[src/rtl/bist_pkg.sv]
// -----------------------------------------------------------------------------
// bist_pkg -- shared types and constants for the BIST session controller.
//   SIG_W        : width of the signature register word
//   bist_state_t : controller FSM state encoding
// -----------------------------------------------------------------------------
package bist_pkg;

  localparam int SIG_W = 10;

  typedef enum logic [2:0] {
    ST_IDLE    = 3'd0,
    ST_INIT    = 3'd1,
    ST_RUN     = 3'd2,
    ST_FLUSH   = 3'd3,
    ST_COMPARE = 3'd4,
    ST_DONE    = 3'd5
  } bist_state_t;

endpackage

[src/rtl/bist_ctrl_if.sv]
// -----------------------------------------------------------------------------
// bist_ctrl_if -- signals between the BIST controller and its environment
// (pattern generator, signature register, test host).
//   start    : session request (level)
//   sig_in   : current signature register output
//   tpg_en   : pattern generator advance enable
//   misr_en  : signature register compaction enable
//   misr_clr : signature register synchronous clear request
//   busy     : session in progress
//   done     : session complete (level)
//   pass     : signature matched the golden value (valid while done)
//   sig_q    : signature captured at compare time
// Modports: slave = controller side, master = environment side.
// -----------------------------------------------------------------------------
interface bist_ctrl_if;
  import bist_pkg::*;

  logic             start;
  logic [SIG_W-1:0] sig_in;
  logic             tpg_en;
  logic             misr_en;
  logic             misr_clr;
  logic             busy;
  logic             done;
  logic             pass;
  logic [SIG_W-1:0] sig_q;

  modport slave (
    input  start, sig_in,
    output tpg_en, misr_en, misr_clr, busy, done, pass, sig_q
  );

  modport master (
    output start, sig_in,
    input  tpg_en, misr_en, misr_clr, busy, done, pass, sig_q
  );

endinterface

[src/rtl/bist_cnt.sv]
// -----------------------------------------------------------------------------
// bist_cnt -- per-state cycle counter with terminal-count compare.
//   CLK    : clock, rising edge
//   RST_N  : asynchronous active-low reset
//   load   : restart at 0 on the next edge (asserted when the FSM changes state)
//   tc_val : count value marking the last cycle of the current state
//   tc     : high while the count equals tc_val
// The count saturates at all-ones so it can never wrap inside a state.
// -----------------------------------------------------------------------------
module bist_cnt #(
  parameter int CNT_W = 4
) (
  input  logic             CLK,
  input  logic             RST_N,
  input  logic             load,
  input  logic [CNT_W-1:0] tc_val,
  output logic             tc
);

  logic [CNT_W-1:0] cnt;

  always_ff @(posedge CLK or negedge RST_N) begin
    if (!RST_N) begin
      cnt <= '0;
    end else if (load) begin
      cnt <= '0;
    end else if (cnt != '1) begin
      cnt <= cnt + CNT_W'(1);
    end
  end

  assign tc = (cnt == tc_val);

endmodule

[src/rtl/bist_ctrl.sv]
// -----------------------------------------------------------------------------
// bist_ctrl -- BIST session controller.
// Sequence: IDLE -> INIT (clear signature) -> RUN (N_PATTERNS cycles, patterns
// and compaction) -> FLUSH (FLUSH_CYCLES cycles, compaction only) -> COMPARE
// (capture signature, compare with GOLDEN_SIG) -> DONE (until start drops).
// All outputs are registered and updated on the edge that enters a state.
// Ports:
//   CLK   : clock, rising edge
//   RST_N : asynchronous active-low reset
//   abort : (only with BIST_CTRL_ABORT_EN) abandon the running session
//   bus   : bist_ctrl_if.slave (start, sig_in in; enables and status out)
// Optional feature macro: BIST_CTRL_ABORT_EN adds the abort input.
// -----------------------------------------------------------------------------
module bist_ctrl
  import bist_pkg::*;
#(
  parameter int               N_PATTERNS   = 1023,
  parameter int               FLUSH_CYCLES = 2,
  parameter logic [SIG_W-1:0] GOLDEN_SIG   = 10'h000
) (
  input  logic       CLK,
  input  logic       RST_N,
`ifdef BIST_CTRL_ABORT_EN
  input  logic       abort,
`endif
  bist_ctrl_if.slave bus
);

  localparam int               CNT_W      = $clog2(N_PATTERNS + FLUSH_CYCLES + 1);
  localparam logic [CNT_W-1:0] RUN_LAST   = CNT_W'(N_PATTERNS - 1);
  localparam logic [CNT_W-1:0] FLUSH_LAST = CNT_W'(FLUSH_CYCLES - 1);

  bist_state_t      state;
  logic             tpg_en_r;
  logic             misr_en_r;
  logic             misr_clr_r;
  logic             busy_r;
  logic             done_r;
  logic             pass_r;
  logic [SIG_W-1:0] sig_q_r;

  logic             tc;
  logic             abort_hit;
  logic             state_leave;
  logic [CNT_W-1:0] tc_val;

`ifdef BIST_CTRL_ABORT_EN
  assign abort_hit = abort && (state inside {ST_INIT, ST_RUN, ST_FLUSH, ST_COMPARE});
`else
  assign abort_hit = 1'b0;
`endif

  // The counter restarts whenever the FSM is about to change state, so every
  // state sees a count starting at 0 on its first cycle.
  always_comb begin
    state_leave = 1'b0;
    case (state)
      ST_IDLE:    state_leave = bus.start;
      ST_INIT:    state_leave = 1'b1;
      ST_RUN:     state_leave = tc;
      ST_FLUSH:   state_leave = tc;
      ST_COMPARE: state_leave = 1'b1;
      ST_DONE:    state_leave = !bus.start;
      default:    state_leave = 1'b1;
    endcase
    if (abort_hit) state_leave = 1'b1;
  end

  assign tc_val = (state == ST_FLUSH) ? FLUSH_LAST : RUN_LAST;

  bist_cnt #(
    .CNT_W (CNT_W)
  ) u_cnt (
    .CLK    (CLK),
    .RST_N  (RST_N),
    .load   (state_leave),
    .tc_val (tc_val),
    .tc     (tc)
  );

  always_ff @(posedge CLK or negedge RST_N) begin
    if (!RST_N) begin
      state      <= ST_IDLE;
      tpg_en_r   <= 1'b0;
      misr_en_r  <= 1'b0;
      misr_clr_r <= 1'b0;
      busy_r     <= 1'b0;
      done_r     <= 1'b0;
      pass_r     <= 1'b0;
      sig_q_r    <= '0;
    end else if (abort_hit) begin
      // sig_q keeps the last completed session's signature for debug.
      state      <= ST_IDLE;
      tpg_en_r   <= 1'b0;
      misr_en_r  <= 1'b0;
      misr_clr_r <= 1'b0;
      busy_r     <= 1'b0;
      done_r     <= 1'b0;
      pass_r     <= 1'b0;
    end else begin
      case (state)
        ST_IDLE: begin
          if (bus.start) begin
            state      <= ST_INIT;
            misr_clr_r <= 1'b1;
            busy_r     <= 1'b1;
            pass_r     <= 1'b0;
          end
        end
        ST_INIT: begin
          state      <= ST_RUN;
          misr_clr_r <= 1'b0;
          tpg_en_r   <= 1'b1;
          misr_en_r  <= 1'b1;
        end
        ST_RUN: begin
          if (tc) begin
            state    <= ST_FLUSH;
            tpg_en_r <= 1'b0;
          end
        end
        ST_FLUSH: begin
          if (tc) begin
            state     <= ST_COMPARE;
            misr_en_r <= 1'b0;
          end
        end
        ST_COMPARE: begin
          state   <= ST_DONE;
          busy_r  <= 1'b0;
          done_r  <= 1'b1;
          sig_q_r <= bus.sig_in;
          pass_r  <= (bus.sig_in == GOLDEN_SIG);
        end
        ST_DONE: begin
          // A start level left high must not retrigger; wait for it to drop.
          if (!bus.start) begin
            state  <= ST_IDLE;
            done_r <= 1'b0;
          end
        end
        default: begin
          state      <= ST_IDLE;
          tpg_en_r   <= 1'b0;
          misr_en_r  <= 1'b0;
          misr_clr_r <= 1'b0;
          busy_r     <= 1'b0;
          done_r     <= 1'b0;
        end
      endcase
    end
  end

  assign bus.tpg_en   = tpg_en_r;
  assign bus.misr_en  = misr_en_r;
  assign bus.misr_clr = misr_clr_r;
  assign bus.busy     = busy_r;
  assign bus.done     = done_r;
  assign bus.pass     = pass_r;
  assign bus.sig_q    = sig_q_r;

endmodule
[src/flat_wrapper.sv]
// flat-port wrapper written by rule: the top's interface ports become plain ports
module bist_ctrl_flat import bist_pkg::*;
#(
  parameter int               N_PATTERNS   = 1023,
  parameter int               FLUSH_CYCLES = 2,
  parameter logic [SIG_W-1:0] GOLDEN_SIG   = 10'h000
)
  (CLK, RST_N, bus_start, bus_sig_in, bus_tpg_en, bus_misr_en, bus_misr_clr, bus_busy, bus_done, bus_pass, bus_sig_q);
  bist_ctrl_if bus_i ();
  input  logic CLK;
  input  logic RST_N;
  input wire logic [$bits(bus_i.start)-1:0] bus_start;
  input wire logic [$bits(bus_i.sig_in)-1:0] bus_sig_in;
  output wire logic [$bits(bus_i.tpg_en)-1:0] bus_tpg_en;
  output wire logic [$bits(bus_i.misr_en)-1:0] bus_misr_en;
  output wire logic [$bits(bus_i.misr_clr)-1:0] bus_misr_clr;
  output wire logic [$bits(bus_i.busy)-1:0] bus_busy;
  output wire logic [$bits(bus_i.done)-1:0] bus_done;
  output wire logic [$bits(bus_i.pass)-1:0] bus_pass;
  output wire logic [$bits(bus_i.sig_q)-1:0] bus_sig_q;
  assign bus_i.start = bus_start;
  assign bus_i.sig_in = bus_sig_in;
  assign bus_tpg_en = bus_i.tpg_en;
  assign bus_misr_en = bus_i.misr_en;
  assign bus_misr_clr = bus_i.misr_clr;
  assign bus_busy = bus_i.busy;
  assign bus_done = bus_i.done;
  assign bus_pass = bus_i.pass;
  assign bus_sig_q = bus_i.sig_q;
  bist_ctrl #(.N_PATTERNS(N_PATTERNS), .FLUSH_CYCLES(FLUSH_CYCLES), .GOLDEN_SIG(GOLDEN_SIG)) u_core (.CLK(CLK), .RST_N(RST_N), .bus(bus_i));
endmodule
[config.mk]
export PLATFORM = sky130hd
export DESIGN_NAME = bist_ctrl_flat
export DESIGN_NICKNAME = d
export VERILOG_FILES = /design/src/rtl/bist_pkg.sv /design/src/rtl/bist_ctrl_if.sv /design/src/rtl/bist_cnt.sv /design/src/rtl/bist_ctrl.sv /design/src/flat_wrapper.sv
export SDC_FILE = /design/constraint.sdc
export NUM_CORES = 1
export LEC_CHECK = 0
export ABC_AREA = 1
export CELL_PAD_IN_SITES_DETAIL_PLACEMENT = 1
export CELL_PAD_IN_SITES_GLOBAL_PLACEMENT = 1
export CORE_MARGIN = 5
export CORE_UTILIZATION = 30
export CTS_CLUSTER_SIZE = 12
export DETAILED_ROUTE_END_ITERATION = 7
export PLACE_DENSITY_LB_ADDON = 0.1
export SETUP_SLACK_MARGIN = 0.2
export SKIP_CTS_REPAIR_TIMING = 1
export SYNTH_ARGS = -nofsm -noshare
export SYNTH_HDL_FRONTEND = slang
export SYNTH_SLANG_ARGS = --single-unit
[constraint.sdc]
create_clock -name CLK -period 2.12 [get_ports CLK]
set_input_delay 0.424 -clock CLK [delete_from_list [all_inputs] [get_ports CLK]]
set_output_delay 0.424 -clock CLK [all_outputs]
set_load 0.03 [all_outputs]
==> results.tsv <==
metric	value	unit
ys_dominant_reg_cell	dfrtp_1	
detail_route.vias_per_cell	4.332	
synth_enable_flop_cells	0	
synth-seq-cells	30	
tritoncts	built	
average_detailed_routed_wire_length_per_instance	12.56	µm
routed-via-count	1382	
endpoint_kind	output port	
pin_count	29	
critical_path.startpoint_type	register	
worst_slew_margin_rel	0.7171	
period_minus_ws_final	1.743	ns
routed_wl	4.006	mm
ctsRootBufferMaster	clkbuf_8	
port-buffer-count	28	
place_inst	311	
worst-endpoint-required	1.70	ns
layout_commonest_cell	nand2_1	
yosys.area.top_type	dfrtp_1	
netlist_top_cells_area	dfrtp_1 45%, nand2_1 13%, inv_1 6.9%	
part_of_the_yosys_area_used_for_sequential_elements	0.4471	
overflow	0	
min_period_over_period	0.8223	
async_flop_share	1.000	
finalSetupTns	0	ns
finalWeightedCongestion	0.7282	
grt_first_pass_wirelength	7.065	mm
starting_density_of_the_core	0.3068	
criticalPathCategory	reg -> out	
synth_cell_type_count	28	
synth_area_per_cell	7.883	µm²
run_status	completed	
groute.usage.overall	0.1250	
cts.path.max_buffers	2	
p_r_area_growth_vs_syn	26.15	%
max_stage_delay	0.68	ns
maxSlewViolCount	0	
critPathBufInv	1	
core-area	5473	µm²
antenna_cells_inserted	0	
clkLatencyLatePin	0.29	ns
worstPathMaxFanout	2	
setup_viol_count_final	0	
cap_violations	0	
drt-initial-drc-count	64	
fillCellCount	678	
min_delay_path_class	reg -> reg	
htree_levels	2	
grt_start_max_net_pins	31	
drt.antenna.violating_nets	0	
portion_of_synthesized_cell_area_occupied_by_the_leading_cell_type	0.4471	
timing.critical_path.arrival	1.32	ns
peak_supply_drop	0.2181	mV
drt_pre_antenna_iters	4	
hold_viol_final	0	
ys_warn_count	0	
die_h	84.82	µm
drcViolationCount	0	
crit_chain	clkdlybuf4s50_1	
fmax	0.5736	GHz
netlist_instances	213	
clock-sinks	30	
drive_gt1_frac	0.1457	
tightest_slew	0.4243	ns
dp_hpwl	3.045	mm
power-per-cell-area	522.2	nW/µm²
number_of_antenna_violations_at_the_first_check_in_global_routing	0	
syn-num-nets	229	
num_rows	27	
p_leak	0.001004	µW
layout.cells.most_common_list	59 x nand2_1, 31 x inv_1, 30 x dfrtp_1, 28 x clkdlybuf4s50_1, 16 x nand3_1	
path_delay_family	buffers and inverters	
clock_skew	0.01210	ns
cts_inserted_buffers	5	
path_clk_slew	0.07	ns
fp.dieW	84.82	µm
setup_repair_after_global_routing_missed_its_margin	false	
die_area	7194	µm²
post_synth_instance_area	1679	µm²
via_count_of_the_first_global_routing_pass	1468	
crit_path_top_delay_cell	clkdlybuf4s50_1	
fin_cells	319	
fin_nets	262	
[per-layer routing]
layer	GRT usage	vias to the layer above	wire, µm
met1	0.1717	618	2051
met3	0.04175	5	232
met5	0	-	0
met4	0.05180	0	70
li1	-	727	-
met2	0.1794	32	1653
[flip-flops by register name, summed over array words and instances (netlist names)]
| register | cells |
|---|---|
| u_core.bus.busy | 1 |
| u_core.bus.done | 1 |
| u_core.state | 3 |
| u_core.bus.misr_clr | 1 |
| u_core.u_cnt.cnt | 11 |
| u_core.bus.sig_q | 10 |
| u_core.bus.tpg_en | 1 |
| u_core.bus.pass | 1 |
| u_core.bus.misr_en | 1 |
[stage by stage]
step                      power (µW)  worst slack [ns]  hold WS, ns  area [µm²]  utilization
after CTS                       1127            0.3527       0.4830        2118       0.3871
after floorplan                588.8            0.6165       0.1284        1679            -
after global routing            1156            0.2749       0.5105        2118       0.3871
after global placement         627.3            0.3802       0.4600        2027       0.3704
final                           1106            0.3767       0.4765        2118       0.3871
after detailed placement       627.0            0.3560       0.4654        2027       0.3704
[synthesized netlist by cell type (3+ instances only)]
| cell type | n |
|---|---|
| nor2_1 | 14 |
| nand3_1 | 16 |
| xor2_1 | 3 |
| nand2_2 | 4 |
| ha_1 | 3 |
| dfrtp_1 | 30 |
| nor2_4 | 4 |
| inv_1 | 31 |
| nand2_1 | 59 |
| inv_2 | 4 |
| nor2_2 | 6 |
| a21oi_1 | 4 |
| a21oi_2 | 4 |
| o21ai_0 | 14 |
[final cells by class]
type / count / area (µm²) / share of cell area
Multi-Input combinational cell: 144 / 760.7 / 0.3591
Tap cell: 72 / 90.09 / 0.04253
Clock buffer: 7 / 86.33 / 0.04076
Timing Repair Buffer: 29 / 287.8 / 0.1359
Clock inverter: 1 / 5.005 / 0.002363
Sequential cell: 30 / 750.7 / 0.3544
Inverter: 36 / 137.6 / 0.06497
[cell families (layout without fill, tap and decap cells)]
kind of cell,count (synthesis),count (layout),synth area share
adder cells (fa/ha/maj),3,3,0.02236
buffers and inverters,39,73,0.09985
flip-flops,30,30,0.4471
AND/OR/NAND/NOR,110,110,0.3137
XOR/XNOR,3,3,0.01565
AO/OA/AOI/OAI,28,28,0.1013
[path summary, 6_finish.rpt]
| path | from | end | slack (ns) | cells after the start |
|---|---|---|---|---|
| setup / recovery | u_core.bus.sig_q[4]$_DFFE_PN0P_ | bus_sig_q[4] | 0.38 | 1 |
| hold / removal | u_core.bus.tpg_en$_DFFE_PN0P_ | u_core.bus.tpg_en$_DFFE_PN0P_ | 0.48 | 2 |
| setup reg to reg | u_core.state[2]$_DFFE_PN0P_ | u_core.u_cnt.cnt[8]$_DFFE_PN0P_ | 0.41 | 8 |
| hold reg to reg | u_core.bus.tpg_en$_DFFE_PN0P_ | u_core.bus.tpg_en$_DFFE_PN0P_ | 0.48 | 2 |
| max in group asynchronous | RST_N | u_core.bus.sig_q[2]$_DFFE_PN0P_ | 1.30 | 2 |
| min in group asynchronous | RST_N | u_core.u_cnt.cnt[7]$_DFFE_PN0P_ | 0.53 | 2 |
[where the power goes]
group | switching [µW] | leakage (µW) | internal (µW)
sequential | 0 | 0.000347 | 572
clock | 230 | 0.0000482 | 262
combinational | 19.9 | 0.000609 | 22.4
total | 250 | 0.00100 | 856
Power figures use the tool's default switching activity.
